File: src/rtl/display_ctrl.sv
// CPU-facing controller for the 4-digit seven-segment driver: accepts a binary value,
// converts it to BCD by shift-and-add-3, and presents stable digits plus a blink mask.
module display_ctrl #(
  parameter int unsigned VAL_W   = 11,
  parameter int unsigned MAX_VAL = 1999
) (
  input  logic        clock,
  input  logic        rst_n,
  input  logic        wr_en,
  input  logic [1:0]  addr,
  input  logic [31:0] wdata,
  output logic [31:0] rdata,
  output logic        ready,
  output logic        busy,
  output logic        done,
  output logic        x1,
  output logic [3:0]  x2,
  output logic [3:0]  x3,
  output logic [3:0]  x4,
  output logic [3:0]  blink
);

  localparam int unsigned SH_W   = 16 + VAL_W;
  localparam int unsigned STEP_W = $clog2(VAL_W);
  localparam logic [STEP_W-1:0] LAST_STEP = STEP_W'(VAL_W - 1);

  typedef enum logic [1:0] {IDLE, CONV, LATCH} state_e;

  state_e             state_q, state_d;
  logic [STEP_W-1:0]  step_q, step_d;
  logic [SH_W-1:0]    sh_q, sh_d;
  logic [SH_W-1:0]    adj;
  logic [VAL_W-1:0]   value_q, value_d;
  logic [VAL_W-1:0]   sat_val;
  logic               over;
  logic               ovf_q, ovf_d;
  logic               done_q, done_d;
  logic               x1_q, x1_d;
  logic [3:0]         x2_q, x2_d, x3_q, x3_d, x4_q, x4_d;
  logic [3:0]         blink_q, blink_d;

  always_ff @(posedge clock or negedge rst_n) begin
    if (!rst_n) begin
      state_q <= IDLE;
      step_q  <= '0;
      sh_q    <= '0;
      value_q <= '0;
      ovf_q   <= 1'b0;
      done_q  <= 1'b0;
      x1_q    <= 1'b0;
      x2_q    <= '0;
      x3_q    <= '0;
      x4_q    <= '0;
      blink_q <= '0;
    end else begin
      state_q <= state_d;
      step_q  <= step_d;
      sh_q    <= sh_d;
      value_q <= value_d;
      ovf_q   <= ovf_d;
      done_q  <= done_d;
      x1_q    <= x1_d;
      x2_q    <= x2_d;
      x3_q    <= x3_d;
      x4_q    <= x4_d;
      blink_q <= blink_d;
    end
  end

  assign over    = (wdata > 32'(MAX_VAL));
  assign sat_val = over ? VAL_W'(MAX_VAL) : wdata[VAL_W-1:0];

  // BCD nibbles sit above the binary field; correct each before the shift.
  always_comb begin
    adj = sh_q;
    for (int unsigned i = 0; i < 4; i++) begin
      if (sh_q[VAL_W + 4*i +: 4] >= 4'd5)
        adj[VAL_W + 4*i +: 4] = sh_q[VAL_W + 4*i +: 4] + 4'd3;
    end
  end

  always_comb begin
    state_d = state_q;
    step_d  = step_q;
    sh_d    = sh_q;
    value_d = value_q;
    ovf_d   = ovf_q;
    done_d  = 1'b0;
    x1_d    = x1_q;
    x2_d    = x2_q;
    x3_d    = x3_q;
    x4_d    = x4_q;
    blink_d = blink_q;

    if (wr_en && addr == 2'd1)
      blink_d = wdata[3:0];

    case (state_q)
      IDLE: begin
        if (wr_en && addr == 2'd0) begin
          value_d = sat_val;
          ovf_d   = over;
          sh_d    = {16'b0, sat_val};
          step_d  = '0;
          state_d = CONV;
        end
      end
      CONV: begin
        sh_d   = adj << 1;
        step_d = step_q + 1'b1;
        if (step_q == LAST_STEP)
          state_d = LATCH;
      end
      LATCH: begin
        x1_d    = sh_q[VAL_W + 12];
        x2_d    = sh_q[VAL_W + 8 +: 4];
        x3_d    = sh_q[VAL_W + 4 +: 4];
        x4_d    = sh_q[VAL_W +: 4];
        done_d  = 1'b1;
        state_d = IDLE;
      end
      default: state_d = IDLE;
    endcase
  end

  always_comb begin
    case (addr)
      2'd0:    rdata = {{(32 - VAL_W){1'b0}}, value_q};
      2'd1:    rdata = {28'b0, blink_q};
      2'd2:    rdata = {30'b0, ovf_q, busy};
      default: rdata = '0;
    endcase
  end

  assign busy  = (state_q != IDLE);
  assign ready = !busy;
  assign done  = done_q;
  assign x1    = x1_q;
  assign x2    = x2_q;
  assign x3    = x3_q;
  assign x4    = x4_q;
  assign blink = blink_q;

endmodule
File: config.mk
export PLATFORM = sky130hd
export DESIGN_NAME = display_ctrl
export DESIGN_NICKNAME = d
export VERILOG_FILES = /design/src/rtl/display_ctrl.sv
export SDC_FILE = /design/constraint.sdc
export NUM_CORES = 1
export LEC_CHECK = 0
export CAP_MARGIN = 20
export CORE_MARGIN = 2
export CORE_UTILIZATION = 30
export CTS_BUF_LIST = sky130_fd_sc_hd__clkbuf_4 sky130_fd_sc_hd__clkbuf_8
export CTS_CLUSTER_SIZE = 24
export DETAILED_ROUTE_END_ITERATION = 7
export GPL_ROUTABILITY_DRIVEN = 0
export PLACE_DENSITY_LB_ADDON = 0.08
export SKIP_CTS_REPAIR_TIMING = 1
export SYNTH_ARGS = -nofsm -noshare
export SYNTH_HDL_FRONTEND = slang
export SYNTH_SLANG_ARGS = --single-unit
File: constraint.sdc
create_clock -name clock -period 4.8 [get_ports clock]
set_clock_uncertainty 0.05 [all_clocks]
set_input_delay 1.2 -clock clock [delete_from_list [all_inputs] [get_ports clock]]
set_output_delay 1.2 -clock clock [all_outputs]
set_load 0.05 [all_outputs]
# After elaboration in Yosys (flattened, before gate mapping)
# Cells that the tools add are included.
[word_totals]
out_inout_bits = 52
input_bits = 37
reg_bits = 63
elab_cells = 52
[op_classes]
muxes = 14
reduce_logical = 10
n_eq_ne = 7
order_cmp = 5
addsub = 5
[ops]
columns = ["cell", "count"]
rows = [
  ["27-bit case mux with 2 select lines", 1],
  ["11-bit case mux with 3 select lines", 1],
  ["32-bit by 11-bit greater-than comparator with 1-bit output (second input constant)", 1],
  ["27-bit 2-to-1 mux", 1],
  ["4-bit by 3-bit greater-or-equal comparator with 1-bit output (second input constant)", 4],
  ["4-bit 2-to-1 mux", 4],
  ["4-bit by 2-bit adder with 4-bit output (second input constant)", 3],
  ["11-bit 2-to-1 mux", 1],
  ["4-bit case mux with 2 select lines", 1],
  ["2-bit AND reduction", 3],
  ["4-bit by 1-bit adder with 4-bit output (second input constant)", 1],
  ["2-bit by 1-bit == test with 1-bit output (second input constant)", 2],
  ["2-bit == test (second input constant)", 2],
  ["4-bit == test (second input constant)", 1],
  ["2-bit zero test", 2],
  ["2-bit 2-to-1 mux", 2],
  ["2-bit inequality test (second input constant)", 2],
  ["2-bit case mux with 2 select lines", 1],
  ["2-bit nonzero test", 2],
  ["3-bit by 2-bit adder with 3-bit output (second input constant)", 1],
  ["3-bit 2-to-1 mux", 1],
  ["1-bit logical AND", 2],
  ["1-bit zero test", 1],
  ["1-bit 2-to-1 mux", 1],
]

# Longest topological paths before layout
[depth]
depth_word = 4
depth_mapped = 7
depth_no_buf = 6

# Least setup slack after synthesis
# OpenSTA, ideal clock, no wires.
[synth_timing]
path_type = "input to output"
from = "in addr[1]"
to = "out rdata[0]"
cell_stages = 4
arrival_time_ns = 2.563
n_path_buf = 1
path_slack_ns = 0.987
t_required_ns = 3.550
path_cell_list = "buf_4 -> nand2_1 -> o21ai_0 -> o21ai_0"
[synth_between]
elab_chain_len = 2
word_cells_on_any_way = 4
cone_classes = "eq/ne (2); mux (1); reduce/logical (1)"
[synth_rtl]
columns = ["element", "line", "text"]
rows = [
  ["from (decl)", "10", "input logic [1:0] addr,"],
  ["2-bit == test, or another cell as far along", "127", "case (addr)"],
  ["11-bit case mux with 3 select lines (*)", "127", ""],
  ["to (decl)", "12", "output logic [31:0] rdata,"],
]
# Every way passes the cells marked *; elsewhere a longest branch is shown, timed or not.

# Worst setup path in the final report
[layout_timing]
from = "in addr[0]"
to = "out rdata[1]"
# The elaborated chain is that of the path after synthesis.

==> qor.yml <==
route:
  num_vias: 2288
  dr.first_iter.drc_count: 117
  dr.pass1.iters: 4
  viasPerCell: 4.58
  remaining_drc_errors: 0
  ant_nets: 0
  wl_per_cell_um: 13.2
  routed_wirelength_um: 6600
logic_synthesis:
  seq_area_frac_synth: 0.501
  ys.warnings.count: 0
  synth_cell_type_count: 36
  yosysTopAreaCell: "dfrtp_1"
  mappedNetlistArea_sq_um: 3000
  syn_inst: 297
  ys_top_cells_by_area: "dfrtp_1 (50%), o21ai_0 (5.7%), buf_4 (5.5%)"
  synth_top_area_frac: 0.501
  synth-seq-cells: 60
  synth.avg_cell_area_sq_um: 10.1
power:
  power_mw: 2.25
  ir_drop_uv: 222
  pwr-share-clk: 0.201
  netSwitchingFraction: 0.406
  powerDensity_nw_per_um2: 578
  switchingPower_mw: 0.914
  internal-power_mw: 1.34
  seq_power_share: 0.365
  p_leak_nw: 1.70
  comb_power_share: 0.433
die:
  start_util: 0.308
  pin_count: 89
  design.core.area_sq_um: 9730
  fp-row-count: 36
  die_w_um: 104
  die-area_sq_um: 10800
  die_h_um: 104
run_status:
  outcome: "finished, final reports clean"
setup_path:
  cp-end-kind: "output pin"
  crit_chain: "clkdlybuf4s50_1 > buf_4 > nor2b_1 > nand2_1 > o21ai_0 > clkdlybuf4s50_1"
  cp_max_fo: 5
  crit_arrival_ns: 3.08
  worst_ep_required_time_ns: 3.55
  setup.worst_path.start_class: "input port"
  crit_family: "buffers and inverters"
  cp_slowest_stage_delay_ns: 0.82
  path_buf_inv: 3
  cp_slowest_cell: "clkdlybuf4s50_1"
  critPathKind: "in2out"
  path_common_cell: "clkdlybuf4s50_1"
sta:
  setup_viol: 0
  rsz0062_at_grt: "false"
  finalHoldViolCount: 0
  tns_ns: 0
  worst-slew-pin-transition_ns: 0.857
  slew_violations: 0
  fmaxAchievable_mhz: 231
  min_period_over_period: 0.902
  maxSlewHeadroom: 0.429
  period_minus_slack_ns: 4.33
finish:
  fin_cells: 500
  final_common_cell: "clkdlybuf4s50_1"
  diodes: 0
  areaGrowthSynthToFinish_pct: 29.8
  mostFrequentLayoutCells: "clkdlybuf4s50_1 (64), dfrtp_1 (60), o21ai_0 (34)"
  drive_above_1_share: 0.114
  nets: 409
global_route:
  grt_pass1_wl_um: 11200
  gr-total-overflow: 0
  grt_pass1_vias: 2239
  grt_max_degree: 37
  grt_usage: 0.127
  antenna_found_initial: 0
clock_tree:
  clock_latency_ns: 0.33
  clkSlewWorstSetupHoldPaths_ns: 0.06
  cts_tree: "done"
  clockRootBuffer: "clkbuf_8"
  clock-sinks: 60
  htreeDepth: 3
  clockBufferDepth: 2
  cts_buffers: 9
min_path:
  hp-class: "reg2reg"
flow_run:
  maxCapViolCount: 0
place:
  hpwlAfterDp_um: 4470
  place_inst: 486
  port-buffer-count: 67
## flip-flops by register name, summed over array words and instances, names as in the netlist
signal and flops:
sh_q 24, value_q 11, blink 4, step_q 4, x2 4, x3 4, x4 4, state_q 2
done 1, ovf_q 1, x1 1
## through the flow
stage               setup WS (ns)  instance area (sq um)   util  hold WS [ns]
detailed placement          0.457                   3700  0.380         0.421
finish                      0.472                   3890  0.400         0.427
floorplan                   0.987                   3070      -         0.395
global placement            0.470                   3700  0.380         0.412
global route                0.375                   3890  0.400         0.449
CTS                         0.455                   3890  0.400         0.436
## synthesized netlist by cell type
cell,count
o211ai_1,1
xor2_1,3
nor4_1,4
nand2_1,27
nand2b_1,5
a31oi_1,1
and2_1,10
nor3b_1,1
inv_1,9
conb_1,1
xnor2_1,3
o21bai_4,1
o31ai_1,2
a31o_2,4
a222oi_1,8
nand4_1,3
clkbuf_1,5
buf_4,22
mux2i_1,4
buf_2,7
dfrtp_1,60
a22o_1,4
o21ai_1,3
o21ai_0,34
nor2b_1,2
mux2_2,13
clkbuf_2,1
nor3_1,5
ha_1,8
a21oi_1,13
a22oi_1,1
nand3b_1,1
nand3_1,3
nor2_1,25
buf_6,2
nor3b_4,1
## power groups by stage
stage	Sequential [mW]	Combinational (mW)	Clock [mW]
after detailed placement	0.831	0.986	0
after floorplan	0.953	0.587	0
after global routing	0.852	1.08	0.493
after global placement	0.833	0.977	0
final	0.822	0.975	0.453
after CTS	0.824	0.990	0.471
## worst register-to-register path, delay by kind of cell (launching register included)
kind,cells,cell delay (ns)
simple gates,2,1.06
flops,1,0.42
compound gates,2,0.29
## cell families (layout without fill, tap and decap cells)
kind of cell	Yosys count	after routing	synth area share
flip-flops	60	60	0.501
buffers and inverters	46	96	0.0934
AND/OR/NAND/NOR	87	87	0.140
other	1	21	0.00125
multiplexers	17	17	0.0622
adder cells (fa/ha/maj)	8	8	0.0334
AO/OA/AOI/OAI	72	72	0.152
XOR/XNOR	6	6	0.0175
## cell type report
class                   count  area, sq um
fillers                   990         5840
clock inverters             2         35.0
clock buffers              12          159
inverters                   9         33.8
flip-flops and latches     60         1500
well taps                 133          166
repair buffers             73          706
multi-input cells         211         1290
## layer usage
layer | track usage | share of wire | vias up
met5 | 0 | 0 | -
met4 | 0.0299 | 0.0036 | 0
met3 | 0.0432 | 0.053 | 2
met2 | 0.196 | 0.47 | 65
met1 | 0.173 | 0.48 | 1093
li1 | - | - | 1128
## path summary, 6_finish.rpt
kind	depth (start not counted)	startpoint	endpoint	slack, ns
worst max-delay path	6	addr[0]	rdata[1]	0.47
worst min-delay path	2	x3[0]	x3[0]	0.43
worst max register to register	4	state_q[1]	sh_q[10]	2.91
max in group asynchronous	2	rst_n	state_q[0]	2.93
min in group asynchronous	1	rst_n	done	0.92
worst min register to register	2	x3[0]	x3[0]	0.43
Note: power is estimated with default switching activity, not from simulation.
